File: src/rtl/regfile_pkg.sv
// Shared constants for the register-file command sequencer: function-select codes,
// opcodes, register indices and the FSM state encoding.
package regfile_pkg;

  localparam logic [2:0] FUN_DEC   = 3'b000;
  localparam logic [2:0] FUN_INC   = 3'b001;
  localparam logic [2:0] FUN_LOAD  = 3'b010;
  localparam logic [2:0] FUN_CLEAR = 3'b011;

  localparam logic [2:0] OP_CLR    = 3'd0;
  localparam logic [2:0] OP_INC    = 3'd1;
  localparam logic [2:0] OP_DEC    = 3'd2;
  localparam logic [2:0] OP_MOV    = 3'd3;
  localparam logic [2:0] OP_SWAP   = 3'd4;
  localparam logic [2:0] OP_CLRALL = 3'd5;

  localparam logic [2:0] IDX_R1 = 3'd0;
  localparam logic [2:0] IDX_R2 = 3'd1;
  localparam logic [2:0] IDX_R3 = 3'd2;
  localparam logic [2:0] IDX_R4 = 3'd3;
  localparam logic [2:0] IDX_S1 = 3'd4;
  localparam logic [2:0] IDX_S2 = 3'd5;
  localparam logic [2:0] IDX_S3 = 3'd6;
  localparam logic [2:0] IDX_S4 = 3'd7;

  typedef enum logic [2:0] {
    ST_IDLE = 3'd0,
    ST_READ = 3'd1,
    ST_WR1  = 3'd2,
    ST_WR2  = 3'd3,
    ST_DONE = 3'd4
  } state_e;

  function automatic logic op_legal(input logic [2:0] op);
    return op <= OP_CLRALL;
  endfunction

  // MOV and SWAP need a read phase to capture operands before writing.
  function automatic logic op_reads(input logic [2:0] op);
    return (op == OP_MOV) || (op == OP_SWAP);
  endfunction

endpackage

File: src/rtl/regfile_sel_decode.sv
// Maps a 3-bit register index plus enable onto one-hot R (0-3) and S (4-7) enables.
module regfile_sel_decode
  import regfile_pkg::*;
(
  input  logic [2:0] idx,
  input  logic       en,
  output logic [3:0] reg_sel,
  output logic [3:0] scr_sel
);

  always_comb begin
    reg_sel = '0;
    scr_sel = '0;
    if (en) begin
      if (idx >= IDX_S1) scr_sel[idx[1:0]] = 1'b1;
      else               reg_sel[idx[1:0]] = 1'b1;
    end
  end

endmodule

File: src/rtl/regfile_sequencer.sv
// Command sequencer driving an external register file through FunSel/RegSel/ScrSel.
//   state | meaning
//   IDLE  | ready for a command
//   READ  | read operands (MOV/SWAP) into tmpA/tmpB
//   WR1   | first write: dst (or all registers for CLRALL)
//   WR2   | SWAP only: write tmpB into src
//   DONE  | one-cycle done pulse, err for illegal opcodes
module regfile_sequencer
  import regfile_pkg::*;
#(
  parameter int DATA_W = 32
) (
  input  logic              Clock,
  input  logic              rst,
  input  logic              cmd_valid,
  output logic              cmd_ready,
  input  logic [2:0]        cmd_op,
  input  logic [2:0]        cmd_dst,
  input  logic [2:0]        cmd_src,
  output logic              busy,
  output logic              done,
  output logic              err,
  output logic [2:0]        FunSel,
  output logic [3:0]        RegSel,
  output logic [3:0]        ScrSel,
  output logic [2:0]        OutASel,
  output logic [2:0]        OutBSel,
  output logic [DATA_W-1:0] I,
  input  logic [DATA_W-1:0] OutA,
  input  logic [DATA_W-1:0] OutB
);

  state_e              state_q, state_d;
  logic [2:0]          op_q, op_d;
  logic [2:0]          dst_q, dst_d;
  logic [2:0]          src_q, src_d;
  logic [DATA_W-1:0]   tmpa_q, tmpa_d;
  logic [DATA_W-1:0]   tmpb_q, tmpb_d;

  logic       dec_en;
  logic       all_en;
  logic [2:0] dec_idx;
  logic [3:0] dec_reg_sel;
  logic [3:0] dec_scr_sel;

  always_ff @(posedge Clock or posedge rst) begin
    if (rst) begin
      state_q <= ST_IDLE;
      op_q    <= '0;
      dst_q   <= '0;
      src_q   <= '0;
      tmpa_q  <= '0;
      tmpb_q  <= '0;
    end else begin
      state_q <= state_d;
      op_q    <= op_d;
      dst_q   <= dst_d;
      src_q   <= src_d;
      tmpa_q  <= tmpa_d;
      tmpb_q  <= tmpb_d;
    end
  end

  always_comb begin
    state_d = state_q;
    op_d    = op_q;
    dst_d   = dst_q;
    src_d   = src_q;
    tmpa_d  = tmpa_q;
    tmpb_d  = tmpb_q;
    case (state_q)
      ST_IDLE: begin
        if (cmd_valid) begin
          op_d  = cmd_op;
          dst_d = cmd_dst;
          src_d = cmd_src;
          if (!op_legal(cmd_op))     state_d = ST_DONE;
          else if (op_reads(cmd_op)) state_d = ST_READ;
          else                       state_d = ST_WR1;
        end
      end
      ST_READ: begin
        tmpa_d  = OutA;
        tmpb_d  = OutB;
        state_d = ST_WR1;
      end
      ST_WR1:  state_d = (op_q == OP_SWAP) ? ST_WR2 : ST_DONE;
      ST_WR2:  state_d = ST_DONE;
      ST_DONE: state_d = ST_IDLE;
      default: state_d = ST_IDLE;
    endcase
  end

  // Outputs depend only on registered state and latched command fields.
  always_comb begin
    cmd_ready = 1'b0;
    busy      = 1'b1;
    done      = 1'b0;
    err       = 1'b0;
    FunSel    = FUN_LOAD;
    OutASel   = '0;
    OutBSel   = '0;
    I         = '0;
    dec_en    = 1'b0;
    all_en    = 1'b0;
    dec_idx   = dst_q;
    case (state_q)
      ST_IDLE: begin
        cmd_ready = 1'b1;
        busy      = 1'b0;
      end
      ST_READ: begin
        OutASel = src_q;
        if (op_q == OP_SWAP) OutBSel = dst_q;
      end
      ST_WR1: begin
        dec_en = 1'b1;
        case (op_q)
          OP_CLR: FunSel = FUN_CLEAR;
          OP_INC: FunSel = FUN_INC;
          OP_DEC: FunSel = FUN_DEC;
          OP_MOV, OP_SWAP: begin
            FunSel = FUN_LOAD;
            I      = tmpa_q;
          end
          OP_CLRALL: begin
            dec_en = 1'b0;
            all_en = 1'b1;
            FunSel = FUN_CLEAR;
          end
          default: dec_en = 1'b0;
        endcase
      end
      ST_WR2: begin
        dec_en  = 1'b1;
        dec_idx = src_q;
        I       = tmpb_q;
      end
      ST_DONE: begin
        done = 1'b1;
        err  = !op_legal(op_q);
      end
      default: ;
    endcase
  end

  regfile_sel_decode u_sel_decode (
    .idx     (dec_idx),
    .en      (dec_en),
    .reg_sel (dec_reg_sel),
    .scr_sel (dec_scr_sel)
  );

  assign RegSel = all_en ? 4'hF : dec_reg_sel;
  assign ScrSel = all_en ? 4'hF : dec_scr_sel;

endmodule
File: config.mk
export PLATFORM = sky130hd
export DESIGN_NAME = regfile_sequencer
export DESIGN_NICKNAME = d
export VERILOG_FILES = /design/src/rtl/regfile_pkg.sv /design/src/rtl/regfile_sel_decode.sv /design/src/rtl/regfile_sequencer.sv
export SDC_FILE = /design/constraint.sdc
export NUM_CORES = 1
export LEC_CHECK = 0
export BUFFER_PORTS_ARGS = -buffer_cell sky130_fd_sc_hd__buf_2
export CELL_PAD_IN_SITES_DETAIL_PLACEMENT = 0
export CELL_PAD_IN_SITES_GLOBAL_PLACEMENT = 1
export CORE_MARGIN = 2
export CORE_UTILIZATION = 39
export CTS_CLUSTER_SIZE = 14
export DETAILED_ROUTE_END_ITERATION = 10
export PLACE_DENSITY = 0.78
export SETUP_SLACK_MARGIN = 0.02
export SYNTH_ARGS = -nofsm -noshare
export SYNTH_HDL_FRONTEND = slang
export SYNTH_SLANG_ARGS = --single-unit
export TNS_END_PERCENT = 10
File: constraint.sdc
create_clock -name Clock -period 3.3 [get_ports Clock]
set_input_delay 0.99 -clock Clock [delete_from_list [all_inputs] [get_ports Clock]]
set_output_delay 0.99 -clock Clock [all_outputs]
set_load 0.01 [all_outputs]
==> qor.csv, run 1 <==
stage,metric,value,unit
drt,initial DRC count,82,
synth,Yosys reg bits,76,
place,placed cell count,493,
clocking,insertion delay to the later sink of the worst-skew pair,0.34,ns
sta,Slew @ Worst Pin,0.569,ns
die,Die Y,100,um
synth,syn nets,343,
worst_hold_path,HP Start,tmpb_q[12],
setup_path,R2R Path End,tmpb_q[29],
clocking,clk sink count,76,
clocking,CTS H-tree depth,3,
run,Max-Cap Viols,0,
run_status,status,"complete, no violations",
synth,ys async rst share,100,%
grt,total track usage,16.5,%
grt,total congestion overflow,0,
worst_hold_path,Worst Hold Endpoint,tmpb_q[12],
pwr,Leakage,2.21,nW
pwr,Cell Pwr Density,812,mW/mm^2
die,Core Region,0.00911,mm^2
synth,Synth top area share,52.9,%
place,HPWL after detailed placement,5.76,mm
synth,Mapped Cells,267,
drt,DR vias/cell,5.08,
cells_and_area,multi-input logic area,0.00155,mm^2
sta,Peak Freq,325,MHz
setup_path,crit path launch type,flop,
place,Port-buffer cells,127,
synth,Post-synth EDFFs,0,
synth,most common library cells after synthesis,"dfrtp_1, mux2_2, a22o_1, buf_2, o21ai_0",
clocking,TritonCTS clock tree,built,
synth,synth top area cells,"dfrtp_1, mux2_2, a22o_1",
cells_and_area,Reg area,0.00190,mm^2
place,GP Congestion,0.778,
clocking,clk buf depth,2,
cells_and_area,fin cells,509,
clocking,Setup Buffers After CTS,0,
drt,drt total wl,7.91,mm
cells_and_area,Final nets,469,
cells_and_area,layout cells sized above 1,56.0,%
sta,Fin Setup TNS,0,ns
sta,RSZ-0062 raised after global routing,no,
synth,cell taking the most area after synthesis,dfrtp_1,
die,row count,35,
setup_path,Critical Setup Path Class,flop to primary output,
grt,vias in the first global route,2675,
sta,Tmin final,3.07,ns
synth,most numerous cell in the Yosys netlist,dfrtp_1,
setup_path,crit-path max FO,28,
drt,Pre-Repair DR Iteration Count,3,
synth,Synth cell types,34,
drt,vias,2588,
clocking,clk slew on worst S/H paths,0.09,ns
synth,cell area after synthesis,0.00359,mm^2
worst_hold_path,hold path cells,1,
die,Initial Util,39.5,%
clocking,CTS root buf,clkbuf_8,
sta,fin crit share,93.1,%
die,die width,100,um
synth,sequential share of the synthesized area,52.9,%
setup_path,reg2reg start,state_q[0],
die,Ports,129,
die,Die Area,0.0100,mm^2
setup_path,CP endpoint kind,primary output,
sta,Final setup violation count,0,
sta,Final Max Tran Viols,0,
drt,post-DR wirelength/cell,15.5,um
synth,warning count from the yosys run,0,
pwr,worst vdd ir,0.000304,V
cells_and_area,Ant. Diodes,0,
setup_path,critical path required time,2.31,ns
synth,Mapped Avg Cell Area,13.5,um^2
worst_hold_path,Hold Crit Class,flop to flop,
cells_and_area,area delta synth->final,26.0,%
setup_path,R2R depth,4,
clocking,Hold Buf Count CTS,0,
drt,antenna-violating nets left,0,
grt,initial antenna violation count,0,
setup_path,worst reg-to-reg setup slack,1.20,ns
sta,final hold viol count,0,
clocking,Post-CTS Resized,0,
sta,Slew headroom,62.0,%
sta,Post-Route Skew,0.00820,ns
grt,first-pass GRT wire length,12.9,mm
grt,largest net degree at the start of global routing,40,
synth,dominant synthesized flop cell,dfrtp_1,
drt,DRC Markers,0,
cells_and_area,Fillers,889,
clocking,Inserted Clock Buffers,9,
setup_path,critical path arrival,2.08,ns
-- cell type report --
cell class | count | share of cell area (%)
inverters | 2 | 0.193
clock buffers | 10 | 3.04
multi-input cells | 168 | 34.3
clock inverters | 6 | 1.60
well taps | 111 | 3.07
flip-flops and latches | 76 | 42.0
repair buffers | 136 | 15.8
-- critical path, stage by stage, from the launching register on --
cell	delay, ns
dfrtp_1	0.54
or3b_4	0.46
a21oi_4	0.23
buf_12	0.21
a22o_1	0.15
buf_2	0.13
-- state kept, by name, summed over array words and instances (netlist names) --
signal and cells:
tmpa_q 32, tmpb_q 32, dst_q 3, op_q 3, src_q 3, state_q 3
-- metal layers --
metal	up-vias	track usage (%)	wire, um
li1	1230	-	-
met1	1268	21.1	3510
met2	72	26.2	3780
met3	18	3.83	388
met4	0	8.64	226
met5	-	0	0
-- worst max path at each step --
stage | depth (start not counted) | startpoint | end
4_1_cts | 5 | state_q[0] | I[18]
2_1_floorplan | 1 | rst | dst_q[0]
3_3_place_gp | 5 | state_q[1] | I[5]
3_5_place_dp | 5 | state_q[0] | I[18]
6_report | 5 | state_q[0] | I[5]
5_1_grt | 5 | state_q[0] | I[18]
-- stage by stage --
| stage | hold slack (ns) | total power, mW | utilization [%] | cell area, um^2 | worst slack (ns) |
|---|---|---|---|---|---|
| finish | 0.496 | 3.68 | 49.7 | 4530 | 0.228 |
| CTS | 0.504 | 3.73 | 49.7 | 4530 | 0.208 |
| detailed placement | 0.484 | 2.98 | 47.4 | 4320 | 0.608 |
| floorplan | 0.459 | 2.61 | - | 3590 | 0.372 |
| global route | 0.526 | 3.95 | 49.7 | 4530 | 0.103 |
| global placement | 0.470 | 2.94 | 47.4 | 4320 | 0.637 |
-- layout by cell type (no fill, tap or decap), types with 2 or more instances in the layout --
master,instances
buf_2,127
a22o_1,32
clkbuf_8,10
or3b_4,2
and3b_1,3
o21ai_0,10
mux2i_1,5
clkinv_4,3
or3_1,2
and2_1,3
nor2_1,3
nor2b_1,7
buf_4,8
and3_1,4
mux2_1,9
dfrtp_1,76
mux2_2,66
nand2_1,4
nor3b_1,4
o211ai_1,2
-- where the power goes --
part	total [mW]	switching (mW)	internal (mW)
clock	0.740	0.363	0.377
sequential	1.73	0.338	1.39
combinational	1.21	0.488	0.719
-- logic make-up after synthesis --
logic type / after synthesis / share of synthesized area [%]
other: 1 / 0.104
AND/OR/NAND/NOR: 38 / 7.14
AO/OA/AOI/OAI: 48 / 10.7
flip-flops: 76 / 52.9
buffers and inverters: 23 / 4.04
multiplexers: 80 / 24.9
XOR/XNOR: 1 / 0.244
Note: power is estimated with default switching activity, not from simulation.
==> run 2: changes to the inputs <==
--- a/config.mk
+++ b/config.mk
@@ -12,6 +12,7 @@
 export CORE_UTILIZATION = 39
 export CTS_CLUSTER_SIZE = 14
 export DETAILED_ROUTE_END_ITERATION = 10
+export MAX_ROUTING_LAYER = met4
 export PLACE_DENSITY = 0.78
 export SETUP_SLACK_MARGIN = 0.02
 export SYNTH_ARGS = -nofsm -noshare
==> run 2 against run 1 <==
Flip-flop and latch count stayed put. Clock skew is 0.00085 ns higher. Setup slack worse by 0.0054 ns. Critical path type unchanged. Largest cell class unchanged.
==> qor.csv, run 2 (synthesized netlist as in run 1, its figures left out) <==
stage,metric,value,unit,change
pwr,worst vdd ir,0.000304,V,about the same
setup_path,"slowest stage delay, CP",0.54,ns,about the same
clocking,Hold Buf Count CTS,0,,unchanged
drt,post-DR wirelength/cell,15.6,um,+0.54%
setup_path,critical path required time,2.31,ns,about the same
grt,total track usage,17.1,%,+0.60 points
die,Die Area,0.0100,mm^2,unchanged
setup_path,critical path's slowest cell,dfrtp_1,,
die,Ports,129,,unchanged
die,Core Region,0.00911,mm^2,unchanged
sta,fin crit share,93.3,%,+0.16 points
pwr,total design power,3.68,mW,about the same
cells_and_area,Final nets,469,,unchanged
worst_hold_path,HP Start,tmpb_q[12],,
die,row count,35,,unchanged
setup_path,crit-path max FO,28,,unchanged
sta,Slew @ Worst Pin,0.569,ns,+0.000159 ns
sta,setup ws final,0.222,ns,-0.00543 ns
cells_and_area,Fillers,889,,unchanged
sta,Post-Route Skew,0.00905,ns,+0.000847 ns
cells_and_area,Layout Utilization,49.7,%,unchanged
drt,drt total wl,7.95,mm,+0.54%
sta,Tmin final,3.08,ns,+0.00543 ns
grt,total congestion overflow,0,,unchanged
clocking,CTS root buf,clkbuf_8,,
clocking,Setup Buffers After CTS,0,,unchanged
die,Die Y,100,um,unchanged
sta,Peak Freq,325,MHz,-0.18%
sta,Fin Setup TNS,0,ns,unchanged
drt,initial DRC count,87,,+6.1%
clocking,clk slew on worst S/H paths,0.09,ns,about the same
setup_path,CP endpoint kind,primary output,,
pwr,Cell Pwr Density,813,mW/mm^2,about the same
drt,DRC Markers,0,,unchanged
drt,DR vias/cell,5.09,,+0.12%
clocking,CTS H-tree depth,3,,unchanged
setup_path,"Buf+Inv Stages, Crit Path",2,,unchanged
setup_path,crit path launch type,flop,,
setup_path,critical path arrival,2.09,ns,about the same
cells_and_area,top flop regs,"tmpa_q x32, tmpb_q x32",,
setup_path,CP top delay family,flip-flops,,
clocking,Post-CTS Resized,0,,unchanged
sta,Slew headroom,62.0,%,about the same
worst_hold_path,Hold Crit Class,flop to flop,,
place,GP Congestion,0.788,,+1.4%
sta,RSZ-0062 raised after global routing,no,,
clocking,TritonCTS clock tree,built,,
place,"worst slack, placed",0.608,ns,unchanged
cells_and_area,"commonest non-fill, non-tap cells in the layout","buf_2, dfrtp_1, mux2_2",,
cells_and_area,layout cells sized above 1,56.0,%,unchanged
setup_path,reg2reg start,state_q[0],,
cells_and_area,area delta synth->final,26.0,%,unchanged
grt,largest net degree at the start of global routing,40,,unchanged
drt,Pre-Repair DR Iteration Count,4,,+1
drt,vias,2591,,+0.12%
sta,final hold viol count,0,,unchanged
pwr,Leakage,2.21,nW,unchanged
run,Max-Cap Viols,0,,unchanged
cells_and_area,Ant. Diodes,0,,unchanged
cells_and_area,"commonest non-fill, non-tap cell in the layout",buf_2,,
setup_path,critical-path cell list,or3b_4 > a21oi_4 > buf_12 > a22o_1 > buf_2,,
grt,vias in the first global route,2668,,-0.26%
sta,Final Max Tran Viols,0,,unchanged
grt,first-pass GRT wire length,12.9,mm,+0.37%
die,die width,100,um,unchanged
drt,antenna-violating nets left,0,,unchanged
clocking,clk buf depth,2,,unchanged
place,HPWL after detailed placement,5.76,mm,unchanged
run_status,status,"complete, no violations",,
clocking,insertion delay to the later sink of the worst-skew pair,0.35,ns,about the same
place,Port-buffer cells,127,,unchanged
sta,Final setup violation count,0,,unchanged
die,Initial Util,39.5,%,unchanged
clocking,clk sink count,76,,unchanged
grt,initial antenna violation count,0,,unchanged
setup_path,Crit. Startpoint,state_q[0],,
setup_path,Critical Setup Path Class,flop to primary output,,
clocking,Inserted Clock Buffers,9,,unchanged
[run 2: power breakdown]
group          switching, mW  leakage, nW  total [mW]  internal (mW)
clock                  0.367        0.103       0.744          0.377
sequential             0.338        0.920        1.73           1.39
combinational          0.487         1.19        1.21          0.719
[run 2: final timing paths]
check	end	depth (start not counted)	slack, ns
max in group asynchronous	tmpa_q[7]	3	1.91
worst max-delay path	I[5]	5	0.22
worst min-delay path	tmpb_q[12]	1	0.50
min in group asynchronous	tmpb_q[25]	2	0.67
worst max register to register	tmpb_q[29]	4	1.20
worst min register to register	tmpb_q[12]	1	0.50
[run 2: cell type report]
| cell class | count | area, um^2 | share of cell area [%] |
|---|---|---|---|
| Inverter | 2 | 8.76 | 0.193 |
| Sequential cell | 76 | 1900 | 42.0 |
| Clock buffer | 10 | 138 | 3.04 |
| Clock inverter | 6 | 72.6 | 1.60 |
| Multi-Input combinational cell | 168 | 1550 | 34.3 |
| Tap cell | 111 | 139 | 3.07 |
| Timing Repair Buffer | 136 | 716 | 15.8 |
[run 2: per-stage QoR]
stage               instances  instance area, um^2  hold slack, ns
detailed placement        493                 4320           0.484
global route              509                 4530           0.526
finish                    509                 4530           0.497
global placement          493                 4320           0.470
floorplan                 267                 3590           0.459
CTS                       509                 4530           0.504
[run 2: per-layer routing]
layer  GRT usage, %  wire length (um)  share of wire [%]  up-vias
li1               -                 -                  -     1230
met1           21.7              3600                 45     1270
met2           26.2              3780                 47       73
met3           3.34               343                4.3       18
met4           8.64               233                2.9        0
met5              -                 0                  0        -
